--- config.mk ---
export PLATFORM = sky130hd
export DESIGN_NAME = control
export DESIGN_NICKNAME = d
export VERILOG_FILES = /design/src/rtl/cpu_common_pkg.sv /design/src/rtl/control_decode.sv /design/src/rtl/control.sv
export SDC_FILE = /design/constraint.sdc
export NUM_CORES = 1
export LEC_CHECK = 0
export BUFFER_PORTS_ARGS = -buffer_cell sky130_fd_sc_hd__buf_2
export CORE_ASPECT_RATIO = 1.25
export CORE_MARGIN = 2
export CORE_UTILIZATION = 40
export CTS_BUF_LIST = sky130_fd_sc_hd__clkbuf_2 sky130_fd_sc_hd__clkbuf_4 sky130_fd_sc_hd__clkbuf_8
export CTS_CLUSTER_DIAMETER = 150
export DETAILED_ROUTE_END_ITERATION = 8
export PLACE_DENSITY = 0.76
export SYNTH_ARGS = -nofsm -noshare
export SYNTH_HDL_FRONTEND = slang
export SYNTH_HIERARCHICAL = 1
export SYNTH_SLANG_ARGS = --single-unit
--- constraint.sdc ---
create_clock -name clk -period 4.4 [get_ports clk]
set_input_delay 0.44 -clock clk [delete_from_list [all_inputs] [get_ports clk]]
set_output_delay 0.44 -clock clk [all_outputs]
set_load 0.05 [all_outputs]
--- src/rtl/cpu_common_pkg.sv ---
// Shared CPU encodings: fetch operations, ALU functions, opcodes and instruction types.
// Also holds the decoded opcode class used between decode and the sequencer.
package cpu_common;

    typedef enum logic [1:0] {
        FETCH_NOP    = 2'd0,
        FETCH_INC_PC = 2'd1,
        FETCH_JUMP   = 2'd2
    } fetch_operation_t;

    typedef enum logic [2:0] {
        ALU_ADD = 3'd0,
        ALU_SUB = 3'd1,
        ALU_AND = 3'd2,
        ALU_OR  = 3'd3,
        ALU_XOR = 3'd4,
        ALU_MOV = 3'd5
    } alu_op_t;

    typedef enum logic [2:0] {
        ClsNop,
        ClsHalt,
        ClsJmp,
        ClsBz,
        ClsAlu,
        ClsMov,
        ClsLoad,
        ClsStore
    } op_class_t;

    localparam logic [5:0] OP_NOP   = 6'h00;
    localparam logic [5:0] OP_HALT  = 6'h01;
    localparam logic [5:0] OP_JMP   = 6'h02;
    localparam logic [5:0] OP_BZ    = 6'h03;
    localparam logic [5:0] OP_ADD   = 6'h08;
    localparam logic [5:0] OP_SUB   = 6'h09;
    localparam logic [5:0] OP_AND   = 6'h0A;
    localparam logic [5:0] OP_OR    = 6'h0B;
    localparam logic [5:0] OP_XOR   = 6'h0C;
    localparam logic [5:0] OP_MOV   = 6'h0D;
    localparam logic [5:0] OP_LOAD  = 6'h10;
    localparam logic [5:0] OP_STORE = 6'h11;

    localparam logic [1:0] TYPE_SHORT = 2'b00;
    localparam logic [1:0] TYPE_RSV   = 2'b01;
    localparam logic [1:0] TYPE_IMM   = 2'b10;
    localparam logic [1:0] TYPE_REG   = 2'b11;

    // ALU opcodes 0x08..0x0D map directly onto alu_op_t by their low three bits.
    function automatic alu_op_t alu_op_from_opcode(input logic [5:0] opcode);
        return alu_op_t'(opcode[2:0]);
    endfunction

endpackage

--- src/rtl/control_decode.sv ---
// Combinational instruction decode: ir -> opcode class, ALU function and register fields.
// Illegal opcode/type combinations collapse to ClsNop.
module control_decode
    import cpu_common::*;
(
    input  logic [15:0] i_ir,
    output op_class_t   o_cls,
    output alu_op_t     o_alu_op,
    output logic        o_alu_b_sel,
    output logic [7:0]  o_imm8,
    output logic [2:0]  o_rf_rd,
    output logic [2:0]  o_rf_rs,
    output logic [2:0]  o_rf_waddr
);

    logic [5:0] w_opcode;
    logic [1:0] w_type;
    logic       w_long;
    logic [2:0] w_rd;

    assign w_opcode = i_ir[7:2];
    assign w_type   = i_ir[1:0];
    assign w_long   = i_ir[1];

    // Immediate form always targets r0; only register form carries rd/rs.
    assign w_rd        = (w_type == TYPE_REG) ? i_ir[10:8] : 3'd0;
    assign o_rf_rs     = (w_type == TYPE_REG) ? i_ir[13:11] : 3'd0;
    assign o_rf_rd     = w_rd;
    assign o_rf_waddr  = w_rd;
    assign o_imm8      = i_ir[15:8];
    assign o_alu_b_sel = (w_type == TYPE_IMM);

    always_comb begin
        o_cls    = ClsNop;
        o_alu_op = ALU_ADD;
        case (w_opcode)
            OP_HALT: o_cls = ClsHalt;
            OP_JMP:  o_cls = ClsJmp;
            OP_BZ:   o_cls = ClsBz;
            OP_ADD, OP_SUB, OP_AND, OP_OR, OP_XOR: begin
                if (w_long) begin
                    o_cls    = ClsAlu;
                    o_alu_op = alu_op_from_opcode(w_opcode);
                end
            end
            OP_MOV: begin
                if (w_long) begin
                    o_cls    = ClsMov;
                    o_alu_op = ALU_MOV;
                end
            end
            OP_LOAD:  if (w_long) o_cls = ClsLoad;
            OP_STORE: if (w_long) o_cls = ClsStore;
            default:  o_cls = ClsNop;
        endcase
    end

endmodule

--- src/rtl/control.sv ---
// CPU sequencer: latches the fetched instruction, drives datapath strobes for one or two
// cycles, then issues exactly one fetch operation to advance or redirect the PC.
module control
    import cpu_common::*;
(
    input  logic             clk,
    input  logic             rst_async_n,
    input  logic             fetch_complete,
    input  logic [15:0]      inst,
    output fetch_operation_t fetch_operation,
    input  logic             flag_z,
    output alu_op_t          alu_op,
    output logic             alu_b_sel,
    output logic [7:0]       imm8,
    output logic [2:0]       rf_rd,
    output logic [2:0]       rf_rs,
    output logic             rf_we,
    output logic [2:0]       rf_waddr,
    output logic             rf_wsel,
    output logic             flags_we,
    output logic             mem_re,
    output logic             mem_we,
    output logic             halted
);

    typedef enum logic [2:0] {StWait, StExec, StMemwb, StAdv, StHalt} state_t;

    state_t      r_state;
    state_t      w_state_next;
    logic [15:0] r_ir;
    op_class_t   w_cls;

    control_decode u_decode (
        .i_ir        (r_ir),
        .o_cls       (w_cls),
        .o_alu_op    (alu_op),
        .o_alu_b_sel (alu_b_sel),
        .o_imm8      (imm8),
        .o_rf_rd     (rf_rd),
        .o_rf_rs     (rf_rs),
        .o_rf_waddr  (rf_waddr)
    );

    always_ff @(posedge clk or negedge rst_async_n) begin
        if (!rst_async_n) begin
            r_state <= StWait;
            r_ir    <= 16'h0000;
        end else begin
            r_state <= w_state_next;
            if (r_state == StWait && fetch_complete) r_ir <= inst;
        end
    end

    always_comb begin
        w_state_next    = r_state;
        fetch_operation = FETCH_NOP;
        rf_we           = 1'b0;
        rf_wsel         = 1'b0;
        flags_we        = 1'b0;
        mem_re          = 1'b0;
        mem_we          = 1'b0;
        halted          = 1'b0;
        unique case (r_state)
            StWait: if (fetch_complete) w_state_next = StExec;
            StExec: begin
                w_state_next = StAdv;
                case (w_cls)
                    ClsAlu: begin
                        rf_we    = 1'b1;
                        flags_we = 1'b1;
                    end
                    ClsMov:   rf_we = 1'b1;
                    ClsLoad: begin
                        mem_re       = 1'b1;
                        w_state_next = StMemwb;
                    end
                    ClsStore: mem_we = 1'b1;
                    ClsHalt:  w_state_next = StHalt;
                    default:  w_state_next = StAdv;
                endcase
            end
            StMemwb: begin
                rf_we        = 1'b1;
                rf_wsel      = 1'b1;
                w_state_next = StAdv;
            end
            // flag_z is taken live here so a BZ sees the flags left by the prior instruction.
            StAdv: begin
                if (w_cls == ClsJmp || (w_cls == ClsBz && flag_z)) fetch_operation = FETCH_JUMP;
                else fetch_operation = FETCH_INC_PC;
                w_state_next = StWait;
            end
            StHalt: halted = 1'b1;
            default: w_state_next = StWait;
        endcase
    end

endmodule

==> results of run 1 <==
[worst reg2reg max path, stage by stage, from the launching register on]
cell and delay [ps]:
dfrtp_1 490, nor2b_2 230, nand4_1 100, a21oi_1 360, or3b_2 510, o21ai_0 140
nor2b_1 130
[synthesized netlist by cell type (4+ instances only)]
| master | instances |
|---|---|
| a21oi_1 | 6 |
| and3_2 | 5 |
| buf_4 | 11 |
| dfrtp_1 | 19 |
| mux2_2 | 15 |
| nand2_1 | 4 |
| nand2b_1 | 6 |
| nor2b_1 | 4 |
[per-layer routing]
metal	track usage (%)	vias up
met5	0	-
met4	2.96	0
met3	3.27	0
met2	25.8	18
met1	18.7	441
li1	-	437
[sequential cells by signal, summed over array words and instances, names as in the netlist]
signal and cells:
r_ir 16, r_state 3
[metrics by stage]
stage | worst slack [ps] | std cells
floorplan | 1380 | 107
global placement | 2050 | 174
detailed placement | 1970 | 174
CTS | 1610 | 178
global route | 1290 | 178
finish | 1610 | 178
[worst max-delay path by stage]
stage	end	from	slack, ps	cells past startpoint
after floorplan	flags_we	r_ir[4]	1380	4
after global placement	mem_re	r_ir[1]	2050	6
after detailed placement	mem_re	r_ir[1]	1970	6
after CTS	mem_re	r_ir[1]	1610	6
after global routing	mem_re	r_ir[1]	1290	6
final	mem_re	r_ir[1]	1610	6
[final cells by class]
class,instances,area share (%)
multi-input combinational,70,40.7
sequential,19,35.3
clock buffer,3,1.67
clock inverter,1,0.557
tap,34,3.16
timing repair buffer,48,17.8
inverter,3,0.836
[logic make-up after synthesis]
| family | after synthesis | synth area share [%] |
|---|---|---|
| simple gates | 41 | 25.4 |
| flops | 19 | 41.4 |
| buf+inv | 18 | 10.9 |
| mux | 17 | 16.6 |
| compound gates | 12 | 5.77 |
==> flow_summary_export.csv, run 1 <==
group,metric,value,unit
route,dr_wl_met2,1170,um
placed_design,globalplace.congestion,0.770,
cells_and_area,footprint_of_the_multi_input_gates,548,um2
global_routing,grt_pass1_vias,908,
route,route.detailed.wl_per_inst,12.3,um
placed_design,place_hpwl,1720,um
worst_setup_path,critical_path.cell_chain,"nor2b_2, mux2i_1, nor4_1, and2_1, nor3b_1, buf_2",
sta,fmax,359,MHz
worst_setup_path,worst-path-buf-inv,1,
synthesis,syn-num-nets,127,
cells_and_area,layout.filler_cells,268,
floorplan,core,2710,um2
global_routing,maximum_number_of_pins_on_one_net_before_global_route_repair,20,
clock_tree,cts_root_buf,"clkbuf_4",
route,detail_route.wirelength.met1,941,um
worst_setup_path,rr_endpoint,"r_state[2]",
route,route.detailed.vias_per_inst,5.03,
cells_and_area,mostFrequentLayoutCells,"buf_2 (48), dfrtp_1 (19), mux2_2 (15)",
sta,min_period,2790,ps
global_routing,total_routing_usage_gr,14.9,%
floorplan,starting_utilization_of_the_core_area,42.4,%
worst_setup_path,r2r.worst_path.cells,6,
clock_tree,cts_tree,"built",
floorplan,floorplan.die_area,3320,um2
placed_design,place.port_buffers,48,
sta,finalHoldWorstSlack,47.4,ps
synthesis,synth-async-reset-ratio,100,%
sta,timing.slew.headroom,34.9,%
synthesis,synth_area_leader_cell,"dfrtp_1",
worst_setup_path,crit_slowest_cell,"nor4_1",
sta,totalNegativeSetupSlack,0,ps
floorplan,dieWidth,51.9,um
sta,final-setup-viol-count,0,
min_path,worst_hold_path_type,"in -> async",
global_routing,globalRoute.totalOverflow,0,
worst_setup_path,crit_arrival,2350,ps
sta,worstMarginPinSlew,973,ps
sta,rsz0062_at_grt,"false",
synthesis,netlist-cell-type-count,30,
route,drt-initial-drc-count,22,
run,maxCapViolations,0,
worst_setup_path,reg2reg_setup_slack,2370,ps
sta,worst_clock_skew,1.09,ps
synthesis,synthesis.area,1150,um2
synthesis,netlist_instances,107,
sta,layout_worst_path_cycle_share,63.3,%
synthesis,syn_area_per_cell,10.7,um2
floorplan,fp-row-count,21,
synthesis,dominant_synthesized_flop_cell,"dfrtp_1",
cells_and_area,final_design_area_no_fill,1350,um2
global_routing,antenna_violations_before_repair,0,
cells_and_area,utilization,49.8,%
cells_and_area,finalNetCount,165,
placed_design,dpl_cell_area,1320,um2
route,ant_nets,0,
worst_setup_path,critPathMaxFanout,10,
floorplan,fp.dieH,63.9,um
clock_tree,post_cts_buffers,0,
clock_tree,clkSlewWorstSetupHoldPaths,120,ps
cells_and_area,regArea,475,um2
cells_and_area,final_layout_size_suffix_gt1_share,54.2,%
route,vias,896,
clock_tree,max-clock-path-buffers,2,
worst_setup_path,timing.critical_path.from_type,"flip-flop",
synthesis,netlist.area_leader.share,41.4,%
clock_tree,numCtsBuffers,3,
worst_setup_path,critical_path.endpoint_type,"primary output",
synthesis,synth.yosys.seq_area_share,41.4,%
outcome,outcome,"finished clean",
worst_setup_path,criticalPathCategory,"reg -> out",
cells_and_area,area.growth.synth_to_final,17.3,%
route,remaining_drc_errors,0,
cells_and_area,leading_cell_type_in_the_layout_fill_and_taps_excluded,"buf_2",
worst_setup_path,worst_path_dominant_cell_family,"simple AND/OR/NAND/NOR gates",
clock_tree,htree_levels,1,
synthesis,synthTopCellsByArea,"dfrtp_1 (41%), mux2_2 (15%), buf_4 (7.2%), and3_2 (3.3%), nand2b_1 (3.3%)",
route,drtPass1Iterations,4,
worst_setup_path,critical_path.max_stage_delay,530,ps
worst_setup_path,crit_required,3960,ps
global_routing,first_pass_grt_wire_length,3920,um
clock_tree,postCtsResizedCells,0,
sta,timing_max_transition_violations_final,0,
synthesis,total_of_flip_flops_plus_latches_after_synthesis,19,
sta,report.final.hold_viol_count,0,
route,final_wl,2190,um
synthesis,synth-edff-count,0,
clock_tree,clock_insertion_delay_worst_skew,290,ps
cells_and_area,insertedDiodeCount,0,
clock_tree,cts.sinks,19,
floorplan,io_pins,49,
route,topRoutingLayerUsed,"met3",
synthesis,synth.yosys.warnings,6,
route,detailroute.wirelength.met3,85,um
worst_setup_path,worst_r2r_startpoint,"r_ir[1]",
clock_tree,number_of_buffers_inserted_for_hold_repair_after_clock_tree_synthesis,0,
Power of run 1 is left out: the tool's default activity adds up to more than one toggle a clock period on the data nets, which glitch-free logic cannot reach.
==> inputs of run 2 (changes only) <==
--- a/config.mk
+++ b/config.mk
@@ -5,6 +5,7 @@
 export SDC_FILE = /design/constraint.sdc
 export NUM_CORES = 1
 export LEC_CHECK = 0
+export ABC_AREA = 1
 export BUFFER_PORTS_ARGS = -buffer_cell sky130_fd_sc_hd__buf_2
 export CORE_ASPECT_RATIO = 1.25
 export CORE_MARGIN = 2
@@ -12,7 +13,7 @@
 export CTS_BUF_LIST = sky130_fd_sc_hd__clkbuf_2 sky130_fd_sc_hd__clkbuf_4 sky130_fd_sc_hd__clkbuf_8
 export CTS_CLUSTER_DIAMETER = 150
 export DETAILED_ROUTE_END_ITERATION = 8
-export PLACE_DENSITY = 0.76
+export PLACE_DENSITY = 0.78
 export SYNTH_ARGS = -nofsm -noshare
 export SYNTH_HDL_FRONTEND = slang
 export SYNTH_HIERARCHICAL = 1
==> constraint.sdc (replaced) <==
create_clock -name clk -period 2.5 [get_ports clk]
set_input_delay 0.25 -clock clk [delete_from_list [all_inputs] [get_ports clk]]
set_output_delay 0.25 -clock clk [all_outputs]
set_load 0.05 [all_outputs]
==> run 2 against run 1 <==
Synthesized cell count is 49% higher; synthesized area is 4.5% higher; clock skew is 0.71 ps lower.
==> flow_summary_export.csv, run 2 <==
group,metric,value,unit
route,vias,1049,
placed_design,total_instance_count_after_detailed_placement,229,
sta,fmax,439,MHz
clock_tree,cts_root_buf,"clkbuf_4",
sta,layout_worst_path_cycle_share,91.2,%
sta,timing_max_transition_violations_final,0,
floorplan,starting_utilization_of_the_core_area,41.5,%
floorplan,io_pins,49,
synthesis,total_of_flip_flops_plus_latches_after_synthesis,19,
sta,min_period,2280,ps
global_routing,grt_busiest_layer,"met2",
clock_tree,clkSlewWorstSetupHoldPaths,110,ps
cells_and_area,area.growth.synth_to_final,17.7,%
clock_tree,max-clock-path-buffers,2,
synthesis,netlist_instances,159,
worst_setup_path,crit_required,2250,ps
synthesis,synthesis.area,1200,um2
synthesis,post-synth-top-count-cell,"inv_1",
clock_tree,clock_insertion_delay_worst_skew,280,ps
sta,final-setup-viol-count,0,
outcome,outcome,"finished clean",
clock_tree,cts.sinks,19,
sta,report.final.hold_viol_count,0,
power,leakage,0.000833,uW
clock_tree,postCtsResizedCells,0,
cells_and_area,leading_cell_type_in_the_layout_fill_and_taps_excluded,"buf_2",
synthesis,synth.yosys.warnings,6,
placed_design,place_hpwl,1700,um
run,maxCapViolations,0,
synthesis,dominant_synthesized_flop_cell,"dfrtp_1",
worst_setup_path,critical_path.endpoint_type,"primary output",
placed_design,globalplace.congestion,0.810,
clock_tree,numCtsBuffers,3,
power,post_route_total_power,1890,uW
synthesis,netlist_top_cells_count,"inv_1 (36), nand2_1 (28), dfrtp_1 (19), nor2_1 (18), o21ai_2 (16)",
worst_setup_path,criticalPathCategory,"reg -> out",
floorplan,dieWidth,53.0,um
synthesis,netlist.area_leader.share,39.6,%
global_routing,maximum_number_of_pins_on_one_net_before_global_route_repair,33,
route,remaining_drc_errors,0,
floorplan,fp-row-count,22,
power,cellPowerDensity,1340,nW/um2
synthesis,synth-async-reset-ratio,100,%
clock_tree,number_of_buffers_inserted_for_hold_repair_after_clock_tree_synthesis,1,
global_routing,routing_usage_on_met1,14.6,%
sta,worst_clock_skew,0.379,ps
cells_and_area,final_layout_size_suffix_gt1_share,36.4,%
cells_and_area,insertedDiodeCount,0,
min_path,worst_hold_path_type,"in -> reg",
global_routing,globalRoute.totalOverflow,0,
clock_tree,htree_levels,1,
power,vdd_ir_drop_max,635,uV
global_routing,globalRouteMet2Util,26.7,%
route,final_wl,2140,um
global_routing,antenna_violations_before_repair,0,
clock_tree,cts_tree,"built",
global_routing,grt_pass1_vias,958,
floorplan,floorplan.die_area,3460,um2
cells_and_area,number_of_flip_flops_under_the_largest_register_name,16,
synthesis,synthTopCellsByArea,"dfrtp_1 (40%), o21ai_2 (12%), inv_1 (11%), nand2_1 (8.8%), buf_4 (6.9%)",
cells_and_area,final_design_area_no_fill,1410,um2
cells_and_area,mostFrequentLayoutCells,"buf_2 (48), inv_1 (36), nand2_1 (28)",
route,drtPass1Iterations,4,
cells_and_area,largestRegisters,"r_ir: 16 flops, r_state: 3 flops",
synthesis,synth.yosys.seq_area_share,39.6,%
route,route.detailed.vias_per_inst,4.48,
sta,rsz0062_at_grt,"false",
clock_tree,post_cts_buffers,0,
synthesis,synth_area_leader_cell,"dfrtp_1",
synthesis,syn_area_per_cell,7.55,um2
synthesis,synth-edff-count,0,
synthesis,syn-num-nets,179,
worst_setup_path,crit_arrival,2030,ps
sta,timing.slew.headroom,71.0,%
cells_and_area,layout.filler_cells,329,
global_routing,total_routing_usage_gr,14.0,%
route,ant_nets,0,
worst_setup_path,critPathMaxFanout,4,
route,drt-initial-drc-count,24,
worst_setup_path,timing.critical_path.from_type,"flip-flop",
floorplan,core,2890,um2
cells_and_area,finalNetCount,219,
placed_design,place.port_buffers,48,
route,route.detailed.wl_per_inst,9.15,um
placed_design,dpl_cell_area,1380,um2
global_routing,grtUsageMet3,2.05,%
sta,worstMarginPinSlew,435,ps
cells_and_area,fin_cells,234,
sta,totalNegativeSetupSlack,0,ps
synthesis,netlist-cell-type-count,18,
cells_and_area,largest_register,"r_ir",
floorplan,fp.dieH,65.2,um
global_routing,first_pass_grt_wire_length,3680,um
## run 2: changes by cell type in the layout (fill, tap and decap cells not counted), moves of 4 or more
cell	delta
nand3_1	+15
nand2b_1	-6
a21oi_1	-4
and3_2	-5
nand2_1	+24
nor2_1	+15
inv_1	+33
o21ai_2	+16
nor2b_1	-4
mux2_2	-15
## run 2: final timing paths
check / end / from / slack, ps / cells past startpoint
max: fetch_operation[0] / r_ir[3] / 220 / 9
min: r_ir[11] / inst[11] / 190 / 3
max reg2reg: r_state[0] / r_ir[4] / 980 / 7
min reg2reg: r_ir[6] / r_ir[6] / 500 / 2
max in group asynchronous: r_state[1] / rst_async_n / 1810 / 2
min in group asynchronous: r_ir[15] / rst_async_n / 400 / 2
## run 2: power breakdown
group / total [uW] / internal [uW] / leakage, uW / switching (uW)
clock network: 150 / 59.4 / 0.0000177 / 90.5
registers: 578 / 450 / 0.000237 / 128
logic: 1160 / 298 / 0.000578 / 865
total: 1890 / 807 / 0.000833 / 1080
## run 2: metal layers
layer  share of wire [%]  vias to the layer above
met5                   0                        -
met4                 1.3                        0
met3                 3.7                        2
met2                  54                       21
met1                  41                      472
li1                    -                      554
## run 2: logic make-up after synthesis
logic type | after synthesis | synth area share (%)
compound gates | 24 | 15.2
buf+inv | 50 | 21.0
flops | 19 | 39.6
simple gates | 66 | 24.2
## run 2: critical path, cell delays in order, from the launching register on
cell and delay (ps):
dfrtp_1 420, inv_1 90, nand2_1 70, nor2_1 100, nand3_1 130, nand3_1 150
inv_1 80, or2_2 290, a31oi_1 120, buf_2 280
## run 2: layout make-up
type	instances	area, um2	share of cell area [%]
clock inverters	1	5.00	0.354
well taps	36	45.0	3.19
flip-flops and latches	19	475	33.7
clock buffers	3	22.5	1.59
inverters	36	135	9.57
multi-input cells	90	479	33.9
repair buffers	49	250	17.7
## run 2: per-stage QoR
step	setup WS [ps]	hold WS [ps]	utilization (%)
after floorplan	277	-45.6	-
after global placement	609	203	47.6
after detailed placement	583	204	47.6
after CTS	249	177	48.9
after global routing	31.8	174	48.9
final	221	188	48.9
Note: power is estimated with default switching activity, not from simulation.
